$ cat src/rtl/cv32e40p_glitch_pkg.sv
// Shared types and default parameters for the glitch-sensor alarm controller.
package cv32e40p_glitch_pkg;

  // Controller states: quiet, warned (interrupt raised), locked down (core halted)
  typedef enum logic [1:0] {
    IDLE     = 2'd0,
    WARN     = 2'd1,
    LOCKDOWN = 2'd2
  } glitch_state_e;

  localparam int unsigned N_SENSORS_DEFAULT = 4;
  localparam int unsigned THRESHOLD_DEFAULT = 3;
  localparam int unsigned WINDOW_DEFAULT    = 256;

  // Width of the per-window alarm count; it saturates at 255
  localparam int unsigned WIN_CNT_W = 8;

endpackage

$ cat src/rtl/cv32e40p_sat_counter.sv
// Saturating up-counter with synchronous clear; clear and add in the same
// cycle load the add value, which is how a counter restarts at a new value.
module cv32e40p_sat_counter #(
  parameter int unsigned WIDTH = 8,
  parameter int unsigned ADD_W = 1
) (
  input  logic             clk,
  input  logic             rst_n,
  input  logic             clr_i,
  input  logic [ADD_W-1:0] add_i,
  output logic [WIDTH-1:0] cnt_o
);

  localparam int unsigned SUM_W = ((WIDTH > ADD_W) ? WIDTH : ADD_W) + 1;
  localparam logic [SUM_W-1:0] MAX_VAL = {{(SUM_W - WIDTH){1'b0}}, {WIDTH{1'b1}}};

  logic [WIDTH-1:0] cnt_reg;
  logic [WIDTH-1:0] cnt_next;
  logic [SUM_W-1:0] sum;

  // Add to the (optionally cleared) base and clamp at the all-ones value
  always_comb begin
    sum      = (clr_i ? '0 : SUM_W'(cnt_reg)) + SUM_W'(add_i);
    cnt_next = (sum > MAX_VAL) ? '1 : sum[WIDTH-1:0];
  end

  // Counter register
  always_ff @(posedge clk) begin
    if (!rst_n) cnt_reg <= '0;
    else        cnt_reg <= cnt_next;
  end

  assign cnt_o = cnt_reg;

endmodule

$ cat src/rtl/cv32e40p_glitch_alarm_ctrl.sv
// Aggregates delay-line glitch sensor pulses into a warning interrupt and,
// when too many alarms land inside one observation window, a sticky lockdown.
module cv32e40p_glitch_alarm_ctrl
  import cv32e40p_glitch_pkg::*;
#(
  parameter int unsigned N_SENSORS = N_SENSORS_DEFAULT,
  parameter int unsigned THRESHOLD = THRESHOLD_DEFAULT,
  parameter int unsigned WINDOW    = WINDOW_DEFAULT,
  parameter int unsigned CNT_W     = 8
) (
  input  logic                 clk,
  input  logic                 rst_n,
  input  logic [N_SENSORS-1:0] alarm_i,
  input  logic                 enable_i,
  input  logic                 clear_req_i,
  output logic                 clear_ack_o,
  output logic                 irq_o,
  output logic                 halt_o,
  output logic [N_SENSORS-1:0] sensor_status_o,
  output logic [CNT_W-1:0]     alarm_count_o
);

  localparam int unsigned HIT_W = $clog2(N_SENSORS + 1);
  localparam int unsigned WIN_W = $clog2(WINDOW + 1);

  glitch_state_e state_reg, state_next;

  logic [N_SENSORS-1:0] accepted;
  logic [HIT_W-1:0]     hits;
  logic [WIN_W-1:0]     win_cyc;
  logic [WIN_CNT_W-1:0] win_cnt;
  logic [WIN_CNT_W:0]   win_sum;
  logic                 win_restart;
  logic                 win_clr;
  logic [0:0]           win_cyc_add;
  logic [HIT_W-1:0]     win_cnt_add;
  logic                 clear_take;

  logic                 irq_reg, halt_reg, clear_ack_reg;
  logic [N_SENSORS-1:0] status_reg;

  generate
    for (genvar gi = 0; gi < N_SENSORS; gi++) begin : g_accept
      assign accepted[gi] = alarm_i[gi] & enable_i;
    end
  endgenerate

  // Number of sensors firing this cycle
  always_comb begin
    hits = '0;
    for (int i = 0; i < N_SENSORS; i++) hits = hits + HIT_W'(accepted[i]);
  end

  // A clear is only taken on an alarm-free cycle, never in lockdown, and not
  // while the previous acknowledge is still visible (the requester may not
  // have dropped its level request yet).
  assign clear_take = (state_reg != LOCKDOWN) && clear_req_i &&
                      (hits == '0) && !clear_ack_reg;

  // Window state restarts when idle/expired (counter 0) or when it reaches WINDOW
  assign win_restart = (win_cyc == '0) || (win_cyc == WIN_W'(WINDOW));
  // Unclamped updated window count; the clamp cannot change a >= THRESHOLD test
  assign win_sum = (win_restart ? '0 : {1'b0, win_cnt}) + (WIN_CNT_W + 1)'(hits);

  // Window counter controls; frozen in lockdown, zeroed by an accepted clear
  always_comb begin
    win_clr     = 1'b0;
    win_cyc_add = 1'b0;
    win_cnt_add = '0;
    if (clear_take) begin
      win_clr = 1'b1;
    end else if (state_reg != LOCKDOWN) begin
      win_clr     = win_restart;
      win_cyc_add = win_restart ? (hits != '0) : 1'b1;
      win_cnt_add = hits;
    end
  end

  // Next-state logic
  always_comb begin
    state_next = state_reg;
    case (state_reg)
      IDLE, WARN: begin
        if (clear_take) begin
          state_next = IDLE;
        end else if (hits != '0) begin
          state_next = (win_sum >= (WIN_CNT_W + 1)'(THRESHOLD)) ? LOCKDOWN : WARN;
        end
      end
      LOCKDOWN: state_next = LOCKDOWN;
      default:  state_next = IDLE;
    endcase
  end

  // State register
  always_ff @(posedge clk) begin
    if (!rst_n) state_reg <= IDLE;
    else        state_reg <= state_next;
  end

  // Registered outputs, derived from the next state so they track the FSM
  always_ff @(posedge clk) begin
    if (!rst_n) begin
      irq_reg       <= 1'b0;
      halt_reg      <= 1'b0;
      clear_ack_reg <= 1'b0;
      status_reg    <= '0;
    end else begin
      irq_reg       <= (state_next != IDLE);
      halt_reg      <= (state_next == LOCKDOWN);
      clear_ack_reg <= clear_take;
      status_reg    <= clear_take ? '0 : (status_reg | accepted);
    end
  end

  cv32e40p_sat_counter #(.WIDTH(WIN_W), .ADD_W(1)) u_win_cyc (
    .clk   (clk),
    .rst_n (rst_n),
    .clr_i (win_clr),
    .add_i (win_cyc_add),
    .cnt_o (win_cyc)
  );

  cv32e40p_sat_counter #(.WIDTH(WIN_CNT_W), .ADD_W(HIT_W)) u_win_cnt (
    .clk   (clk),
    .rst_n (rst_n),
    .clr_i (win_clr),
    .add_i (win_cnt_add),
    .cnt_o (win_cnt)
  );

  cv32e40p_sat_counter #(.WIDTH(CNT_W), .ADD_W(HIT_W)) u_life_cnt (
    .clk   (clk),
    .rst_n (rst_n),
    .clr_i (1'b0),
    .add_i (hits),
    .cnt_o (alarm_count_o)
  );

  assign irq_o           = irq_reg;
  assign halt_o          = halt_reg;
  assign clear_ack_o     = clear_ack_reg;
  assign sensor_status_o = status_reg;

endmodule
$ cat config.mk
export PLATFORM = sky130hd
export DESIGN_NAME = cv32e40p_glitch_alarm_ctrl
export DESIGN_NICKNAME = d
export VERILOG_FILES = /design/src/rtl/cv32e40p_glitch_pkg.sv /design/src/rtl/cv32e40p_sat_counter.sv /design/src/rtl/cv32e40p_glitch_alarm_ctrl.sv
export SDC_FILE = /design/constraint.sdc
export NUM_CORES = 1
export LEC_CHECK = 0
export BUFFER_PORTS_ARGS = -buffer_cell sky130_fd_sc_hd__buf_2
export CELL_PAD_IN_SITES_DETAIL_PLACEMENT = 1
export CELL_PAD_IN_SITES_GLOBAL_PLACEMENT = 1
export CORE_MARGIN = 10
export CORE_UTILIZATION = 45
export CTS_CLUSTER_SIZE = 8
export DETAILED_ROUTE_END_ITERATION = 8
export PLACE_DENSITY = 0.89
export SYNTH_ARGS = -nofsm -noshare
export SYNTH_HDL_FRONTEND = slang
export SYNTH_HIERARCHICAL = 1
export SYNTH_SLANG_ARGS = --single-unit
$ cat constraint.sdc
create_clock -name clk -period 4.2 [get_ports clk]
set_clock_uncertainty 0.1 [all_clocks]
set_input_delay 0.21 -clock clk [delete_from_list [all_inputs] [get_ports clk]]
set_output_delay 0.21 -clock clk [all_outputs]
set_load 0.03 [all_outputs]
---- Word level (Yosys, flattened, before mapping) ----
Cells that the tools add are included.
W data, S select, Z words.
cells by class
  $add $sub $neg .......................... 7
  $lt $le $gt $ge ......................... 4
  equal/unequal tests ..................... 5
  mux-type cells .......................... 17
  bitwise gates (word level) .............. 6
  reductions and logical operators ........ 12
operator list
  operator               number
  $mux W8                4
  $add A8 B3 Y9          2
  $gt A9 B8 Y1 const B   2
  $mux W9                2
  $add A10 B1 Y10        1
  $gt A10 B9 Y1 const B  1
  $add A9 B3 Y9          1
  $eq A9 B9 Y1 const B   1
  $ge A9 B2 Y1 const B   1
  $logic_not A9 Y1       1
  $mux W2                3
  $mux W3                2
  $mux W1                5
  $and A1 B1 Y1          4
  $eq A2 B2 Y1 const B   2
  $or A4 B4 Y4           1
  $pmux W2 S2            1
  $reduce_or A2 Y1       2
  $add A2 B1 Y3          1
  $add A3 B1 Y3          1
  $logic_and A1 B1 Y1    3
  $logic_not A3 Y1       1
  $reduce_bool A3 Y1     1
  $add A1 B1 Y2          1
  other kinds (7)        7
word-level totals
  register bits ........................... 34
  input port bits ......................... 8
  logic and storage cells ................. 59

---- Logic depth before layout (Yosys ltp) ----
Gate-level depths: netlist of run 1.
  depth in word-level cells ............... 12
  depth in mapped cells ................... 15
  depth with buffers taken out ............ 15

---- Modules after synthesis ----
Netlist of run 1, hierarchy kept.
modules (own cells, without submodules)
  module                              instances  cells each  area an instance (µm²)  seq. area each (µm²)
  cv32e40p_glitch_alarm_ctrl          1          66          585.6                   180.2
  cv32e40p_sat_counter at u_win_cnt   1          46          480.5                   160.2
  cv32e40p_sat_counter at u_win_cyc   1          47          479.2                   180.2
  cv32e40p_sat_counter at u_life_cnt  1          45          452.9                   160.2

---- Least setup slack after synthesis of run 1 ----
Ideal clock, no wire load.
  kind .................................... input port to flip-flop
  start point ............................. input port alarm_i[0]
  end point ............................... register u_win_cnt.cnt_reg[6] (netlist: u_win_cnt/cnt_o[6])
  setup time .............................. 0.116 ns
  data arrival time ....................... 3.566 ns
  slack ................................... 0.417 ns
  cell stages on the path ................. 14
  cells stage by stage .................... nand2_1 fa_1 inv_1 ha_1 ha_1 nor3_2 nand2b_1 a21oi_1 and2b_1 ha_1 fa_1 a21oi_1 nor2_2 o211a_1
between the ends
  word-level cells in the longest chain between the ends .. 12
  elaborated cells on any way between the ends .. 14
  classes of those cells .................. add/sub: 4; order compare: 1; mux: 5; bitwise: 1; reduce/logical: 3
RTL lines
  what                     line                              RTL
  start, declared          cv32e40p_glitch_alarm_ctrl.sv:13  input logic [N_SENSORS-1:0] alarm_i,
  $and A1 B1 Y1 (*)        cv32e40p_glitch_alarm_ctrl.sv:44  assign accepted[gi] = alarm_i[gi] & enable_i;
  $add A1 B1 Y2 (*)        cv32e40p_glitch_alarm_ctrl.sv:51  for (int i = 0; i < N_SENSORS; i++) hits = hits + HIT_W'(accepted[i]);
  $add A2 B1 Y3 (*)        cv32e40p_glitch_alarm_ctrl.sv:51
  $add A3 B1 Y3 (*)        cv32e40p_glitch_alarm_ctrl.sv:51
  via hits[1]              cv32e40p_glitch_alarm_ctrl.sv:29  logic [HIT_W-1:0] hits;
  $logic_not A3 Y1 (*)     cv32e40p_glitch_alarm_ctrl.sv:58  (hits == '0) && !clear_ack_reg;
  $logic_and A1 B1 Y1 (*)  cv32e40p_glitch_alarm_ctrl.sv:57  assign clear_take = (state_reg != LOCKDOWN) && clear_req_i &&
  $logic_and A1 B1 Y1 (*)  cv32e40p_glitch_alarm_ctrl.sv:58
  $mux W1 (*)              cv32e40p_glitch_alarm_ctrl.sv:70  if (clear_take) begin
  via win_clr              cv32e40p_glitch_alarm_ctrl.sv:34  logic win_clr;
  $mux W8 (*)              cv32e40p_sat_counter.sv:23        sum = (clr_i ? '0 : SUM_W'(cnt_reg)) + SUM_W'(add_i);
  $add A9 B3 Y9 (*)        cv32e40p_sat_counter.sv:23
  $gt A9 B8 Y1             cv32e40p_sat_counter.sv:24        cnt_next = (sum > MAX_VAL) ? '1 : sum[WIDTH-1:0];
  $mux W8 (*)              cv32e40p_sat_counter.sv:24
  end signal, assigned     cv32e40p_sat_counter.sv:30        else cnt_reg <= cnt_next;
  end, declared            cv32e40p_sat_counter.sv:17        logic [WIDTH-1:0] cnt_reg;
Mark *: on every way through the listed nets, which the timed path passes. The rest lies on a longest branch.
A chain may end at the register's enable or synchronous reset.

---- Worst setup path after layout of run 1 ----
  start point ............................. input port enable_i
  end point ............................... register u_win_cyc.cnt_reg[8] (netlist: u_win_cyc/cnt_o[8])
between the ends
  word-level cells in the longest chain between the ends .. 12
  elaborated cells on any way between the ends .. 19
  classes of those cells .................. add/sub: 4; order compare: 1; mux: 6; bitwise: 4; reduce/logical: 4
RTL lines
  what                     line                              RTL
  start, declared          cv32e40p_glitch_alarm_ctrl.sv:14  input logic enable_i,
  $and A1 B1 Y1            cv32e40p_glitch_alarm_ctrl.sv:44
  $add A1 B1 Y2            cv32e40p_glitch_alarm_ctrl.sv:51
  $add A2 B1 Y3            cv32e40p_glitch_alarm_ctrl.sv:51
  $add A3 B1 Y3 (*)        cv32e40p_glitch_alarm_ctrl.sv:51
  via hits[1]              cv32e40p_glitch_alarm_ctrl.sv:29
  $logic_not A3 Y1 (*)     cv32e40p_glitch_alarm_ctrl.sv:58
  $logic_and A1 B1 Y1 (*)  cv32e40p_glitch_alarm_ctrl.sv:57
  $logic_and A1 B1 Y1 (*)  cv32e40p_glitch_alarm_ctrl.sv:58
  $mux W1 (*)              cv32e40p_glitch_alarm_ctrl.sv:70
  via win_clr              cv32e40p_glitch_alarm_ctrl.sv:34
  $mux W9 (*)              cv32e40p_sat_counter.sv:23
  $add A10 B1 Y10 (*)      cv32e40p_sat_counter.sv:23
  $gt A10 B9 Y1            cv32e40p_sat_counter.sv:24
  $mux W9 (*)              cv32e40p_sat_counter.sv:24
  end signal, assigned     cv32e40p_sat_counter.sv:30
  end, declared            cv32e40p_sat_counter.sv:17
Marks and branches as above.

==> flow_summary_export.csv, run 1 <==
group,metric,value,unit
layout,drive_gt1_share,24.6,%
clock_network,post_cts_buffers,0,
timing,worst_hold_slack,63.9,ps
setup_path,critPathLaunchType,"primary input",
clock_network,htreeDepth,2,
clock_network,cts_resized,0,
placed_design,place.gp.congestion,0.814,
setup_path,end_kind,"flip-flop",
worst_hold_path,holdCritPathClass,"in2reg",
setup_path,required,4310,ps
clock_network,clockRootBuffer,"clkbuf_8",
timing,period_minus_slack,3700,ps
placed_design,io_buffers,22,
timing,fmax,0.271,GHz
grt,grt_overflow,0,
power,leakage,1.02,nW
drt,remaining_drc_errors,0,
die,die_area,7510,µm²
logic_synthesis,ys.warnings.count,6,
timing,slew_viol_final,0,
clock_network,clock_latency,290,ps
die,num_rows,24,
layout,final_nets,264,
power,peakVddDrop,0.189,mV
drt,drt_pass1_iterations,4,
grt,grt_pass1_wl,8310,µm
worst_hold_path,holdPathStages,3,
layout,final_core_util,52.9,%
clock_network,cts_buffer_depth,2,
status,status,"complete, no violations",
die,die_h,86.6,µm
logic_synthesis,ys_types,50,
drt,ant_nets,0,
clock_network,cts.clk_slew.worst_paths,80,ps
logic_synthesis,synthCells,204,
logic_synthesis,synth_area,2000,µm²
grt,antenna_found_initial,0,
timing,fin_tns_setup,0,ps
drt,drt_iter0_drc,48,
logic_synthesis,synth_area_leaders,"dfxtp_1 (34%), ha_1 (8.1%), xnor2_1 (4.8%), a21oi_1 (4.5%), fa_1 (4.0%)",
drt,vias,1575,
die,die_w,86.6,µm
grt,first_global_vias,1679,
die,top_level_ports,23,
run,cap_violations,0,
logic_synthesis,yosys-top-cells-count,"dfxtp_1 (34), a21oi_1 (18), nand2_1 (14)",
logic_synthesis,synth_top_area_cell,"dfxtp_1",
logic_synthesis,seq_area_frac_synth,34.1,%
setup_path,ff2ff_path_depth,10,
clock_network,postCtsHoldBufs,0,
clock_network,clock-sinks,34,
layout,area_growth,14.5,%
layout,largest_reg_flops,9,
layout,antennaDiodeCount,0,
drt,via_per_inst,5.39,
logic_synthesis,ys_ff_latch,34,
setup_path,path_max_fanout,10,
logic_synthesis,synthArstFlopShare,0,%
timing,hold_viol_final,0,
timing,fin_crit_sh,88.0,%
grt,grt_start_max_net_pins,23,
timing,rsz0062_at_grt,"no",
logic_synthesis,avgSynthCellArea,9.79,µm²
clock_network,cts_tree,"done",
logic_synthesis,synth_edf_count,0,
logic_synthesis,synth.most_common_cell,"dfxtp_1",
clock_network,cts_made_buffers,5,
drt,routed_wl,4920,µm
drt,avgRoutedWirePerCell,16.8,µm
setup_path,critical_path_class,"in2reg",
grt,grt.total_usage,13.8,%
logic_synthesis,netlist.area_leader.share,34.1,%
die,start_util,46.2,%
placed_design,dp_hpwl,3710,µm
die,fp.coreArea,4320,µm²
setup_path,cp_data_arrival_time,3810,ps
logic_synthesis,synthFlopType,"dfxtp_1",
power,power.density,378,nW/µm²
power,power,0.865,mW
timing,setup_viol,0,
-- layout by cell type, fill, tap and decap left out, drive strengths merged, types with 3 or more instances in the layout --
| cell type | count |
|---|---|
| a211oi | 5 |
| a21boi | 6 |
| a21oi | 21 |
| a31oi | 4 |
| and2 | 7 |
| and2b | 11 |
| and3 | 3 |
| buf | 24 |
| clkbuf | 7 |
| conb | 7 |
| dfxtp | 34 |
| fa | 4 |
| ha | 13 |
| inv | 8 |
| nand2 | 15 |
| nand2b | 6 |
| nand3 | 6 |
| nor2 | 10 |
| nor2b | 5 |
| nor3 | 4 |
| o211a | 3 |
| o21a | 3 |
| o21ai | 6 |
| xnor2 | 11 |
-- power breakdown --
part / internal, mW / switching [mW]
clock network: 0.132 / 0.124
registers: 0.350 / 0.0159
logic: 0.0976 / 0.145
total: 0.580 / 0.285
-- critical path: stages --
cell and delay, ps:
buf_2 150, nand2_1 90, fa_1 540, inv_1 40
ha_1 190, ha_1 410, nor3_2 300, nand2b_1 140
a21oi_1 260, buf_4 210, and2b_1 190, ha_1 210
ha_1 270, and3_1 240, and3_1 200, a211oi_2 150
-- final timing paths --
check                startpoint  slack (ps)            endpoint
max                    enable_i         500  u_win_cyc/cnt_o[8]
min                  alarm_i[0]          60  sensor_status_o[0]
max reg2reg  u_win_cyc/cnt_o[7]        1470  u_win_cyc/cnt_o[8]
min reg2reg  sensor_status_o[2]         370  sensor_status_o[2]
-- layer usage --
| metal | wire (µm) | global-route usage, % | vias to the layer above |
|---|---|---|---|
| met4 | 108 | 7.22 | 0 |
| met3 | 148 | 3.47 | 8 |
| met1 | 2190 | 15.7 | 760 |
| li1 | - | - | 788 |
| met2 | 2480 | 23.2 | 19 |
| met5 | 0 | 0 | - |
-- per-stage QoR --
step                setup slack, ps  instances  cell area [µm²]
global placement                473        284             2200
CTS                             498        292             2290
global route                    301        292             2290
finish                          503        292             2290
detailed placement              223        284             2200
floorplan                       417        210             2020
-- cells by family (layout without fill, tap and decap cells) --
group	after synthesis	count (layout)	synth area share, %
adder cells (fa/ha/maj)	17	17	12.1
other	1	7	0.188
AND/OR/NAND/NOR	78	78	26.7
AO/OA/AOI/OAI	53	53	19.8
buffers and inverters	10	40	2.25
XOR/XNOR	11	11	4.82
flip-flops	34	34	34.1
-- area by class of cell --
type	instances	area [µm²]
inverter	8	30.0
clock inverter	1	5.00
timing repair buffer	24	125
clock buffer	7	86.3
fill	524	2040
multi-input combinational	166	1290
tap	52	65.1
sequential	34	681
Note: power is estimated with default switching activity, not from simulation.
==> run 2, diff against run 1 <==
==> constraint.sdc (replaced) <==
create_clock -name clk -period 4.2 [get_ports clk]
set_clock_uncertainty 0.1 [all_clocks]
set_input_delay 0.84 -clock clk [delete_from_list [all_inputs] [get_ports clk]]
set_output_delay 0.84 -clock clk [all_outputs]
set_load 0.03 [all_outputs]
==> run 2 against run 1 <==
Compared with the run above: sequential cell count stayed put; sequential power hardly changed; via count is 1.2% higher; largest cell class unchanged; largest power group unchanged.
==> flow_summary_export.csv, run 2 (same netlist as run 1, synthesis figures left out) <==
group,metric,value,unit
power,power,0.856,mW
layout,final_common_cell,"dfxtp_1",
worst_hold_path,holdCritPathClass,"reg2reg",
layout,final_nets,268,
setup_path,critPathLaunchType,"primary input",
worst_hold_path,holdPathStages,2,
clock_network,postCtsHoldBufs,0,
setup_path,required,4260,ps
drt,routed_wl,4870,µm
drt,remaining_drc_errors,0,
setup_path,r2r_slack,1520,ps
clock_network,cts.clk_slew.worst_paths,70,ps
timing,rsz0062_at_grt,"no",
setup_path,r2r-start,"u_win_cyc/cnt_o[1]",
drt,vias,1594,
setup_path,max_stage_delay,530,ps
layout,drive_gt1_share,26.3,%
die,num_rows,24,
clock_network,cts_resized,0,
timing,relSlewSlack,63.0,%
timing,worstMarginPinSlew,554,ps
grt,grt_pass1_wl,8270,µm
setup_path,cp_data_arrival_time,4050,ps
clock_network,clock-sinks,34,
drt,ant_nets,0,
timing,fmax,0.251,GHz
placed_design,pre_cts_ws,-140,ps
run,cap_violations,0,
grt,first_global_vias,1752,
placed_design,dp_hpwl,3820,µm
drt,drt_pass1_iterations,4,
grt,grt.total_usage,13.5,%
layout,area_growth,16.4,%
clock_network,cts_made_buffers,5,
clock_network,clockRootBuffer,"clkbuf_8",
timing,setup_viol,0,
setup_path,cpMaxStageDelayCell,"fa_1",
setup_path,critical_path_class,"in2reg",
grt,antenna_found_initial,0,
setup_path,end_kind,"flip-flop",
clock_network,cts_tree,"done",
placed_design,io_buffers,22,
power,power.density,368,nW/µm²
setup_path,worst_r2r_endpoint,"state_reg[0]",
power,peakVddDrop,0.171,mV
timing,fin_crit_sh,95.0,%
die,die_h,86.6,µm
worst_hold_path,min-delay-start,"sensor_status_o[1]",
layout,largest_reg_flops,9,
grt,grt_start_max_net_pins,23,
timing,period_minus_slack,3990,ps
layout,antennaDiodeCount,0,
drt,avgRoutedWirePerCell,16.5,µm
setup_path,path_max_fanout,7,
layout,final_core_util,53.8,%
die,die_area,7510,µm²
timing,hold_viol_final,0,
worst_hold_path,whs_endpoint,"sensor_status_o[1]",
timing,fin_ws,210,ps
timing,slew_viol_final,0,
setup_path,startpoint,"enable_i",
clock_network,post_cts_buffers,0,
clock_network,htreeDepth,2,
die,start_util,46.2,%
layout,mostFrequentLayoutCells,"dfxtp_1 (34), buf_2 (22), a21oi_1 (16)",
drt,via_per_inst,5.40,
placed_design,place.gp.congestion,0.801,
grt,grt_overflow,0,
die,top_level_ports,23,
power,leakage,1.04,nW
setup_path,path_cells,"buf_2, nand2_1, fa_1, inv_1, ha_1, ha_2, nor3_4, nand2b_1, a21oi_4, and2b_1, ha_1, fa_1, a21oi_2, nor2_2, nand3_4, a21boi_1",
clock_network,clock_latency,280,ps
drt,drt_iter0_drc,72,
die,die_w,86.6,µm
clock_network,cts_buffer_depth,2,
setup_path,ff2ff_path_depth,9,
status,status,"complete, no violations",
die,fp.coreArea,4320,µm²
run 2: cell count changes in the layout (fill, tap and decap cells not counted), sizes merged:
cell,before,now
clkinv,1,0
buf,24,28
run 2: routing by layer:
metal	global-route usage (%)	up-vias	part of all wire, %
li1	-	794	-
met1	15.5	772	44
met2	23.6	21	51
met3	2.63	7	2.9
met4	6.19	0	2.2
met5	0	-	0
run 2: worst max path at each step:
| stage | endpoint | cells after the start | slack (ps) |
|---|---|---|---|
| after floorplan | u_win_cnt/cnt_o[6] | 14 | 60 |
| after global placement | u_win_cnt/cnt_o[6] | 15 | 70 |
| after detailed placement | u_win_cnt/cnt_o[2] | 16 | -140 |
| after CTS | u_win_cnt/cnt_o[2] | 16 | 140 |
| after global routing | u_win_cnt/cnt_o[2] | 16 | 60 |
| final | u_win_cnt/cnt_o[2] | 16 | 210 |
run 2: where the power goes:
part	switching (mW)	internal [mW]
sequential	0.0163	0.350
combinational	0.155	0.112
clock	0.109	0.114
run 2: stage by stage:
step                      setup TNS (ps)  hold slack (ps)  std cells  instance area (µm²)
final                                  0              372        295                 2330
after global routing                   0              415        295                 2330
after CTS                              0              380        295                 2320
after detailed placement            -891              363        288                 2250
after global placement                 0              347        288                 2250
after floorplan                        0              387        210                 2040
run 2: final cells by class:
type                            instances  area, µm²
Fill cell                             515       2000
Multi-Input combinational cell        166       1320
Sequential cell                        34        681
Timing Repair Buffer                   28        155
Clock buffer                            7       76.3
Tap cell                               52       65.1
Inverter                                8       30.0
run 2: critical path, delay by kind of cell:
family	cells	cell delay [ps]
adders and majority gates	5	1660
and+or+nand+nor	6	850
AOI/OAI and AO/OA	3	490
buffers and inverters	2	190
==> run 3, diff against run 2 <==
CORE_UTILIZATION = 40   (was 45)
CTS_CLUSTER_DIAMETER = 200   (was unset)
PLACE_DENSITY = 0.82   (was 0.89)
==> run 3 against run 2 <==
Compared with the run above: die area up 9.6%; highest routed layer unchanged; register-to-register slack better by 30 ps; sequential cell count unchanged; setup slack better by 29 ps.
==> flow_summary_export.csv, run 3 (same netlist as run 1, synthesis figures left out) <==
group,metric,value,unit
status,status,"complete, no violations",
drt,avgRoutedWirePerCell,15.4,µm
power,power_switching,0.289,mW
timing,relSlewSlack,62.3,%
grt,first_global_vias,1706,
setup_path,startpoint,"enable_i",
timing,slew_viol_final,0,
drt,remaining_drc_errors,0,
clock_network,clockRootBuffer,"clkbuf_8",
grt,grt_pass1_wl,8140,µm
drt,via_per_inst,5.18,
placed_design,io_buffers,22,
layout,final_nets,267,
setup_path,cp_data_arrival_time,4040,ps
setup_path,ff2ff_path_depth,9,
clock_network,cts_tree,"done",
placed_design,placed_area,2260,µm²
clock_network,cts_buffer_depth,2,
placed_design,dp.cells,302,
timing,fin_ws,239,ps
die,die_area,8220,µm²
grt,grt_start_max_net_pins,23,
timing,worst_hold_slack,372,ps
layout,largest_reg_flops,9,
timing,rsz0062_at_grt,"no",
placed_design,dp_hpwl,3700,µm
timing,fmax,0.252,GHz
placed_design,place.gp.congestion,0.757,
setup_path,required,4280,ps
die,fp.coreArea,4790,µm²
die,num_rows,25,
die,top_level_ports,23,
grt,antenna_found_initial,0,
power,peakVddDrop,0.239,mV
power,power_frac_comb,28.8,%
drt,ant_nets,0,
grt,grt_overflow,0,
layout,drive_gt1_share,26.7,%
setup_path,critPathCapture,"u_win_cnt/cnt_o[7]",
power,clockPowerShare,29.4,%
worst_hold_path,holdCritPathClass,"reg2reg",
setup_path,critical_path_class,"in2reg",
setup_path,path_max_fanout,11,
setup_path,r2r-start,"u_win_cyc/cnt_o[7]",
timing,hold_viol_final,0,
layout,mostFrequentLayoutCells,"dfxtp_1 (34), buf_2 (22), a21oi_1 (16)",
clock_network,htreeDepth,2,
clock_network,clock-sinks,34,
grt,grt.total_usage,11.6,%
layout,antennaDiodeCount,0,
layout,final_common_cell,"dfxtp_1",
drt,vias,1607,
clock_network,cts_made_buffers,5,
die,start_util,41.8,%
clock_network,cts.clk_slew.worst_paths,70,ps
setup_path,worst_r2r_endpoint,"state_reg[1]",
drt,routed_wl,4760,µm
power,swShare,33.0,%
setup_path,end_kind,"flip-flop",
die,die_h,90.7,µm
power,leakage,1.04,nW
setup_path,critPathLaunchType,"primary input",
drt,drt_pass1_iterations,4,
power,seq_power_share,41.8,%
run,cap_violations,0,
timing,worstMarginPinSlew,564,ps
clock_network,clock_latency,290,ps
clock_network,postCtsHoldBufs,0,
timing,fin_crit_sh,94.3,%
layout,final-instance-count-excl-fill,310,
power,internal_power,0.588,mW
timing,period_minus_slack,3960,ps
placed_design,pre_cts_ws,-106,ps
setup_path,r2r_slack,1550,ps
die,die_w,90.7,µm
layout,area_growth,17.7,%
drt,drt_iter0_drc,52,
power,power.density,373,nW/µm²
layout,fin_area,2350,µm²
timing,setup_viol,0,
-- run 3: changes by cell type in the layout (fill, tap and decap cells not counted) --
cell / change
clkbuf_1: -1
clkbuf_8: +1
clkinv_2: +1
buf_4: -1
-- run 3: layer usage --
metal	routed length (µm)	vias up	part of all wire, %	global-route usage, %
met5	0	-	0	0
met4	46	0	0.97	4.11
met3	81	5	1.7	2.16
met2	2340	17	49	19.5
met1	2290	788	48	14.5
li1	-	797	-	-
-- run 3: cell type report --
class,instances,area [µm²]
Fill cell,571,2430
Clock buffer,7,86.3
Sequential cell,34,681
Tap cell,67,83.8
Multi-Input combinational cell,166,1320
Inverter,8,30.0
Timing Repair Buffer,27,148
Clock inverter,1,5.00
-- run 3: power groups by stage --
| stage | sequential (mW) | combinational (mW) | clock (mW) |
|---|---|---|---|
| after floorplan | 0.395 | 0.156 | 0 |
| after global placement | 0.371 | 0.246 | 0 |
| after detailed placement | 0.374 | 0.256 | 0 |
| after CTS | 0.366 | 0.257 | 0.265 |
| after global routing | 0.369 | 0.284 | 0.275 |
| final | 0.366 | 0.253 | 0.258 |
-- run 3: per-stage QoR --
stage	setup TNS, ps	power [mW]	utilization (%)
6_report	0	0.877	49.2
5_1_grt	0	0.929	49.2
4_1_cts	0	0.888	49.1
3_5_place_dp	-676	0.630	47.2
3_3_place_gp	0	0.617	47.2
2_1_floorplan	0	0.551	-
-- run 3: what timing repair did --
action | CTS | global route
buffers inserted | 0 | 0
endpoints found under the setup margin | 0 | 2
resized for setup | 0 | 1
-- run 3: worst min path at each step --
stage | start | endpoint | slack (ps) | depth (start not counted)
after floorplan | state_reg[1] | halt_o | 390 | 1
after global placement | sensor_status_o[3] | sensor_status_o[3] | 350 | 2
after detailed placement | sensor_status_o[0] | sensor_status_o[0] | 360 | 2
after CTS | sensor_status_o[0] | sensor_status_o[0] | 380 | 2
after global routing | sensor_status_o[2] | sensor_status_o[2] | 390 | 2
final | sensor_status_o[2] | sensor_status_o[2] | 370 | 2
-- run 3: worst max-delay path, cell delays in order --
cell and delay, ps:
buf_2 140, nand2_1 90, fa_1 550, inv_1 40
ha_1 190, ha_2 290, nor3_4 210, nand2b_1 140
a21oi_4 170, buf_4 180, and2b_1 190, ha_1 390
nand3_2 160, a211oi_2 230, xnor2_1 160, a21oi_2 70
